$ cat src/rtl/rf_pkg.sv
// Shared constants and packed-port slicing helpers for the multiport register file.
package rf_pkg;

    localparam int XLEN_D   = 32;
    localparam int NREGS_D  = 32;
    localparam int REG_ZERO = 0;

    // Bit offset of port `port` inside a packed address bus of `aw`-bit fields.
    function automatic int slice_addr(input int port, input int aw);
        return port * aw;
    endfunction

    // Bit offset of port `port` inside a packed data bus of `xlen`-bit fields.
    function automatic int slice_data(input int port, input int xlen);
        return port * xlen;
    endfunction

endpackage

$ cat src/rtl/rf_scoreboard.sv
// Busy-bit scoreboard: issue sets a register busy, writeback clears it; issue wins.
module rf_scoreboard
    import rf_pkg::*;
#(
    parameter int NREGS = NREGS_D,
    parameter int AW    = $clog2(NREGS),
    parameter int NWR   = 2
) (
    input  logic              clk,
    input  logic              reset,
    input  logic [NWR-1:0]    wr_en,
    input  logic [NWR*AW-1:0] wr_addr,
    input  logic              iss_en,
    input  logic [AW-1:0]     iss_addr,
    output logic [NREGS-1:0]  busy_vec
);

    // Bit 0 is the zero register and can never become busy.
    localparam logic [NREGS-1:0] KEEP_MASK = {{(NREGS-1){1'b1}}, 1'b0};

    logic [NREGS-1:0] busy_q;
    logic [NREGS-1:0] set_vec;
    logic [NREGS-1:0] clr_vec;

    always_comb begin
        set_vec = '0;
        clr_vec = '0;
        if (iss_en) begin
            set_vec[iss_addr] = 1'b1;
        end
        for (int j = 0; j < NWR; j++) begin
            if (wr_en[j]) begin
                clr_vec[wr_addr[slice_addr(j, AW) +: AW]] = 1'b1;
            end
        end
    end

    // A same-cycle issue overrides the clear from an older producer's writeback.
    always_ff @(posedge clk) begin
        if (reset) begin
            busy_q <= '0;
        end else begin
            busy_q <= (set_vec | (busy_q & ~clr_vec)) & KEEP_MASK;
        end
    end

    assign busy_vec = busy_q;

endmodule

$ cat src/rtl/rf_multiport_sb.sv
// Multiport register file with busy scoreboard; r0 reads as zero and never goes busy.
// Optional write-through read bypass enabled by defining RF_BYPASS_EN.
module rf_multiport_sb
    import rf_pkg::*;
#(
    parameter int XLEN  = XLEN_D,
    parameter int NREGS = NREGS_D,
    parameter int AW    = $clog2(NREGS),
    parameter int NRD   = 2,
    parameter int NWR   = 2
) (
    input  logic                clk,
    input  logic                reset,
    input  logic [NRD*AW-1:0]   rd_addr,
    output logic [NRD*XLEN-1:0] rd_data,
    output logic [NRD-1:0]      rd_busy,
    input  logic [NWR-1:0]      wr_en,
    input  logic [NWR*AW-1:0]   wr_addr,
    input  logic [NWR*XLEN-1:0] wr_data,
    input  logic                iss_en,
    input  logic [AW-1:0]       iss_addr,
    output logic [NREGS-1:0]    busy_vec
);

    logic [XLEN-1:0]  regs [NREGS];
    logic [NREGS-1:0] busy_q;

    // Ports are walked in ascending order so the highest-indexed write wins.
    always_ff @(posedge clk) begin
        if (reset) begin
            for (int r = 0; r < NREGS; r++) begin
                regs[r] <= '0;
            end
        end else begin
            for (int j = 0; j < NWR; j++) begin
                if (wr_en[j] && (wr_addr[slice_addr(j, AW) +: AW] != AW'(REG_ZERO))) begin
                    regs[wr_addr[slice_addr(j, AW) +: AW]] <= wr_data[slice_data(j, XLEN) +: XLEN];
                end
            end
        end
    end

    rf_scoreboard #(
        .NREGS (NREGS),
        .AW    (AW),
        .NWR   (NWR)
    ) u_scoreboard (
        .clk      (clk),
        .reset    (reset),
        .wr_en    (wr_en),
        .wr_addr  (wr_addr),
        .iss_en   (iss_en),
        .iss_addr (iss_addr),
        .busy_vec (busy_q)
    );

    assign busy_vec = busy_q;

    for (genvar k = 0; k < NRD; k++) begin : g_rd
        logic [AW-1:0]   ra;
        logic [XLEN-1:0] rdat;
        logic            rbsy;

        assign ra = rd_addr[slice_addr(k, AW) +: AW];

        always_comb begin
            rdat = '0;
            rbsy = 1'b0;
            if (!reset && (ra != AW'(REG_ZERO))) begin
                rdat = regs[ra];
                rbsy = busy_q[ra];
`ifdef RF_BYPASS_EN
                for (int j = 0; j < NWR; j++) begin
                    if (wr_en[j] && (wr_addr[slice_addr(j, AW) +: AW] == ra)) begin
                        rdat = wr_data[slice_data(j, XLEN) +: XLEN];
                        rbsy = iss_en && (iss_addr == ra);
                    end
                end
`endif
            end
        end

        assign rd_data[slice_data(k, XLEN) +: XLEN] = rdat;
        assign rd_busy[k] = rbsy;
    end

endmodule

$ cat config.mk
export PLATFORM = sky130hd
export DESIGN_NAME = rf_multiport_sb
export DESIGN_NICKNAME = d
export VERILOG_FILES = /design/src/rtl/rf_pkg.sv /design/src/rtl/rf_scoreboard.sv /design/src/rtl/rf_multiport_sb.sv
export SDC_FILE = /design/constraint.sdc
export NUM_CORES = 2
export LEC_CHECK = 0
export CAP_MARGIN = 20
export CORE_ASPECT_RATIO = 1.5
export CORE_MARGIN = 1.5
export CORE_UTILIZATION = 60
export CTS_CLUSTER_SIZE = 20
export DETAILED_ROUTE_END_ITERATION = 16
export PLACE_DENSITY = 0.75
export SLEW_MARGIN = 20
export SYNTH_ARGS = -nofsm -noshare
export SYNTH_HDL_FRONTEND = slang
export SYNTH_SLANG_ARGS = --single-unit
export TNS_END_PERCENT = 100
$ cat constraint.sdc
create_clock -name clk -period 4.47 [get_ports clk]
set_input_delay 1.1175 -clock clk [delete_from_list [all_inputs] [get_ports clk]]
set_output_delay 1.1175 -clock clk [all_outputs]
set_load 0.1 [all_outputs]
* Word-level counts from Yosys, hierarchy flattened
Memories as Yosys holds them, arrays and structs flattened. Index checks and enable logic that the tools add are counted.
Operators by class: add/sub/neg operators 0, multiply operators 0, div/mod/pow operators 0, magnitude comparators 8, eq/ne operators 0, shift-type cells 0, mux-type cells 31, bitwise gates (word level) 4, reductions and logical operators 14
Operators with widths (number):
- 32-bit two-way mux | 7
- 32-bit bitwise OR | 2
- 32-bit OR reduction | 2
- 32-bit AND | 1
- 32-bit inverter | 1
- 5-bit by 6-bit less-than comparator with 1-bit output (second input constant) | 5
- 5-bit nonzero test | 4
- 1-bit two-way mux | 17
- 1-bit demux with 5-bit select | 3
- 5-bit by 1-bit >= comparator with 1-bit output (second input constant) | 3
- 1-bit binary-select mux with 5-bit select | 2
- 5-bit two-way mux | 2
- 1-bit logical AND | 7
- 1-bit zero test | 1
Word-level totals: bits in registers 32, latch bits 0, bits in writable memories 1024, bits in read-only memories 0, bits of input ports 94, memories 1
Memory list:
- regs | depth 32, bits a word 32, read ports 2, clocked after Yosys merged registers in 0, write ports 32, line rf_multiport_sb.sv:25 | logic [XLEN-1:0] regs [NREGS];

* Logic depth before layout (Yosys ltp)
depth after elaboration 10, mapped depth 8, gate-level depth less buffers 4

* Modules after synthesis
From an unflattened synthesis, not the netlist that was laid out.
Unflattened totals: cells, all modules 4483, area, all modules 60476.8 µm²
Modules (own cells, without submodules):
- rf_multiport_sb | instances 1, cells an instance 4304, area an instance 58930.3 µm²
- rf_scoreboard | instances 1, cells an instance 179, area an instance 1546.5 µm²

* Least setup slack after synthesis
No wires, ideal clock.
path kind input to output, start in rd_addr[6], end out rd_data[33], data arrival time 3873 ps, data required time 3353 ps, path slack -520 ps, stages on the path 7, buffers on the path 4, path through buf_2 -> buf_4 -> buf_2 -> buf_1 -> mux4_2 -> mux2i_1 -> o221ai_1
On the way: cells in the longest elaborated chain, start to end 3
RTL lines:
- start, declared | line rf_multiport_sb.sv:14 | input logic [NRD*AW-1:0] rd_addr,
- branches (longest 2 deep; another with memory 32 x 32 bit)
- 32-bit two-way mux (*) | line rf_multiport_sb.sv:69 | if (!reset && (ra != AW'(REG_ZERO))) begin
- end, declared | line rf_multiport_sb.sv:15 | output logic [NRD*XLEN-1:0] rd_data,
Every way passes the cells marked *.

* Worst setup path in the final report
start in rd_addr[2], end out rd_data[29]
Same word-level chain as after synthesis.

==> impl_results.md <==
* Hold depth at 2
* Status: finished, final reports clean
* Worst Path Required at between 3 and 4 ns
* Layout cell share with drive strength beyond 1 at 0.336
* Via count at between 40000 and 50000
* Initial Utilization at 0.604
* Number of global-route vias before repair at 47070
* Final Hold Vio Count at 0
* Core Rows at about 140
* Post-CTS setup buffers at 0
* Post-synthesis sequential area ratio at 0.520
* Startpoint Class: input port
* Met1 Use GR at 0.517
* Worst-Margin Slew at 1.20 ns
* FF-to-FF setup slack at around 3.7 ns
* Clk root buf: clkbuf_16
* Global-route usage over all layers at 0.473
* CP max FO at 41
* Synth Instances at 3850
* Clock sinks at 1055
* Final Max Slew Viols at 0
* Post-synthesis instance area at 60300 um2
* Core footprint at around 100000 um2
* Max Buffers Root-to-Sink at 3
* CP endpoint kind: output pin
* Die H at 391 um
* Synth cell types at 52
* First-pass iteration count of the detailed router at 8
* Yosys warnings at 0
* Yosys top cell area share at 0.510
* Final Wtd Congestion at 0.971
* Area Overhead vs Synth at 16.2%
* Worst r2r dst: u_scoreboard.busy_vec[2]
* Vias per cell at roughly 8.6
* Final worst slack at approximately 0.0024 ns
* Port Buffer Count at between 150 and 200
* Worst vdd ir at ~0.37 mV
* Grt total ovfl at 0
* Setup Viol. Count Final at 0
* First-pass GRT wire length at 336 mm
* Worst Clk Skew at 0 ns
* Max-cap violations at 0
* Area after DPL at 66700 um2
* Async SR Flop Fraction at 0
* Met3 GRT Util at 0.191
* DR iter-0 viols at ~7500
* Final min period at 4.47 ns
* Reg clk slew, reported paths at 0.06 ns
* Finished Core Util at 0.702
* Critical Path Source: rd_addr[2]
* Post-synth EDFFs at 1024
* FF+latch count, synth at approximately 1100
* Clk_lat worst skew at 0.72 ns
* Post-synth top area cell: edfxtp_1
* Die footprint at 102000 um2
* RSZ-0062 raised after global routing: no
* CTS tree: built
* Post-route cell area at 70100 um2
* Worst Path Class, Setup: in -> out
* Fin Setup TNS at 0 ns
* Final WL at 242 mm
* Leakage Power at 24.3 nW
* IO Count at 192
* Worst Path Arrival at between 3 and 4 ns
* Tightest Hold Check Type: reg -> reg
* Top cells by area, synth: edfxtp_1 51%, mux4_2 20%, a22o_1 14%, mux2i_1 4.4%, clkbuf_1 2.3%
* Post-route DRC at 0
* Worst setup path endpoint: rd_data[29]
* Nets at 4082
* Mean Syn Cell Area at 15.7 um2
* Placement Setup Slack at -0.0971 ns
* Largest net degree at the start of global routing at 61
* PD cells at 357 nW/um2
* Met2 Track Usage GR at 0.708
* FILL cells at approximately 6400
* Fmax at 224 MHz
* CTS buffer count at between 100 and 150
* H-tree levels at 3
* Worst r2r src: u_scoreboard.busy_vec[2]
* Final period utilization at 0.999
* Die W at 262 um
* Hpwl dp at 146 mm
* Drt wl/cell at 45.0 um
* Rel. slew slack at 0.201
* Initial antenna violation count at 8
* Gr busiest metal: met2
* Synth Flop Type: edfxtp_1
* Detail Route Antenna Nets at 0
* R2r worst-path depth at 2
-- metal layers --
layer	share of wire	wire, um	vias up
li1	-	-	16876
met1	0.29	69200	22845
met2	0.45	109000	4861
met3	0.15	37400	1608
met4	0.11	25700	10
met5	0.00064	155	-
-- worst min path at each step --
stage	to	slack, ns	startpoint
3_3_place_gp	u_scoreboard.busy_vec[3]	0.50	u_scoreboard.busy_vec[3]
3_5_place_dp	u_scoreboard.busy_vec[3]	0.52	u_scoreboard.busy_vec[3]
5_1_grt	u_scoreboard.busy_vec[1]	0.59	u_scoreboard.busy_vec[1]
2_1_floorplan	u_scoreboard.busy_vec[1]	0.90	u_scoreboard.busy_vec[1]
4_1_cts	u_scoreboard.busy_vec[1]	0.54	u_scoreboard.busy_vec[1]
6_report	u_scoreboard.busy_vec[1]	0.54	u_scoreboard.busy_vec[1]
-- cells in the final DEF, fill, tap and decap left out, types with 25 or more instances in the layout --
master	instances
dfxtp_1	31
buf_4	335
edfxtp_1	1024
nor2_1	34
conb_1	33
a22o_1	993
buf_12	135
a22oi_1	56
buf_2	28
clkbuf_16	107
clkdlybuf4s50_1	87
mux2i_1	262
o22a_1	53
mux4_2	526
o221ai_2	63
clkinv_1	25
-- flip-flops by register name, summed over array words and instances, names as in the netlist --
signal / count
regs: 1024
u_scoreboard.busy_vec: 31
-- critical path, cell delays in order --
cell and delay (ns):
buf_8 0.39, buf_12 0.22, mux4_2 0.30, mux2i_1 0.28, o22a_1 0.52, o221ai_2 0.23, buf_12 0.22
-- final cells by class --
class,count,area (um2),area share
multi-input cells,2225,27300,0.389
diodes,5,12.5,0.000179
inverters,4,15.0,0.000214
clock buffers,124,2700,0.0385
repair buffers,599,6470,0.0923
well taps,1296,1620,0.0231
clock inverters,64,619,0.00884
flip-flops and latches,1055,31400,0.448
-- metrics by stage --
step                total power, mW  hold slack (ns)  cells
finish                         25.0            0.536   5372
global route                   25.4            0.587   5368
CTS                            24.8            0.537   5364
detailed placement             16.2            0.518   5176
global placement               16.1            0.498   5175
floorplan                      14.4            0.905   3882
-- kinds of logic (layout without fill, tap and decap cells) --
logic type,Yosys count,after routing,synth area share
muxes,793,793,0.241
and+or+nand+nor,183,183,0.0205
other,1,38,0.0000622
DFF,1055,1055,0.520
buffers and inverters,602,791,0.0435
AOI/OAI and AO/OA,1216,1216,0.175
-- synth_stat cells (9+ instances only) --
master / count
nand2_1: 13
clkbuf_1: 374
edfxtp_1: 1024
dfxtp_1: 31
nor3_1: 26
nand3b_1: 9
nor2_1: 51
and3b_1: 14
a22oi_1: 56
a211o_1: 21
buf_6: 15
buf_2: 187
buf_1: 17
mux4_2: 526
nor3b_1: 10
a22o_1: 993
o221ai_1: 65
mux2i_1: 267
nor3_4: 12
o22a_1: 65
-- power by group --
| part | switching [mW] | internal [mW] | total [mW] |
|---|---|---|---|
| combinational | 2.61 | 1.79 | 4.41 |
| clock | 3.91 | 4.92 | 8.83 |
| sequential | 0.336 | 11.4 | 11.8 |
| total | 6.86 | 18.2 | 25.0 |
-- repair_timing --
item,CTS,global route
hold buffers,0,0
pin swaps,0,0
gates resized for setup,10,15
endpoints found under the setup margin,22,26
gates cloned,0,2
(Power assumes the default switching activity.)
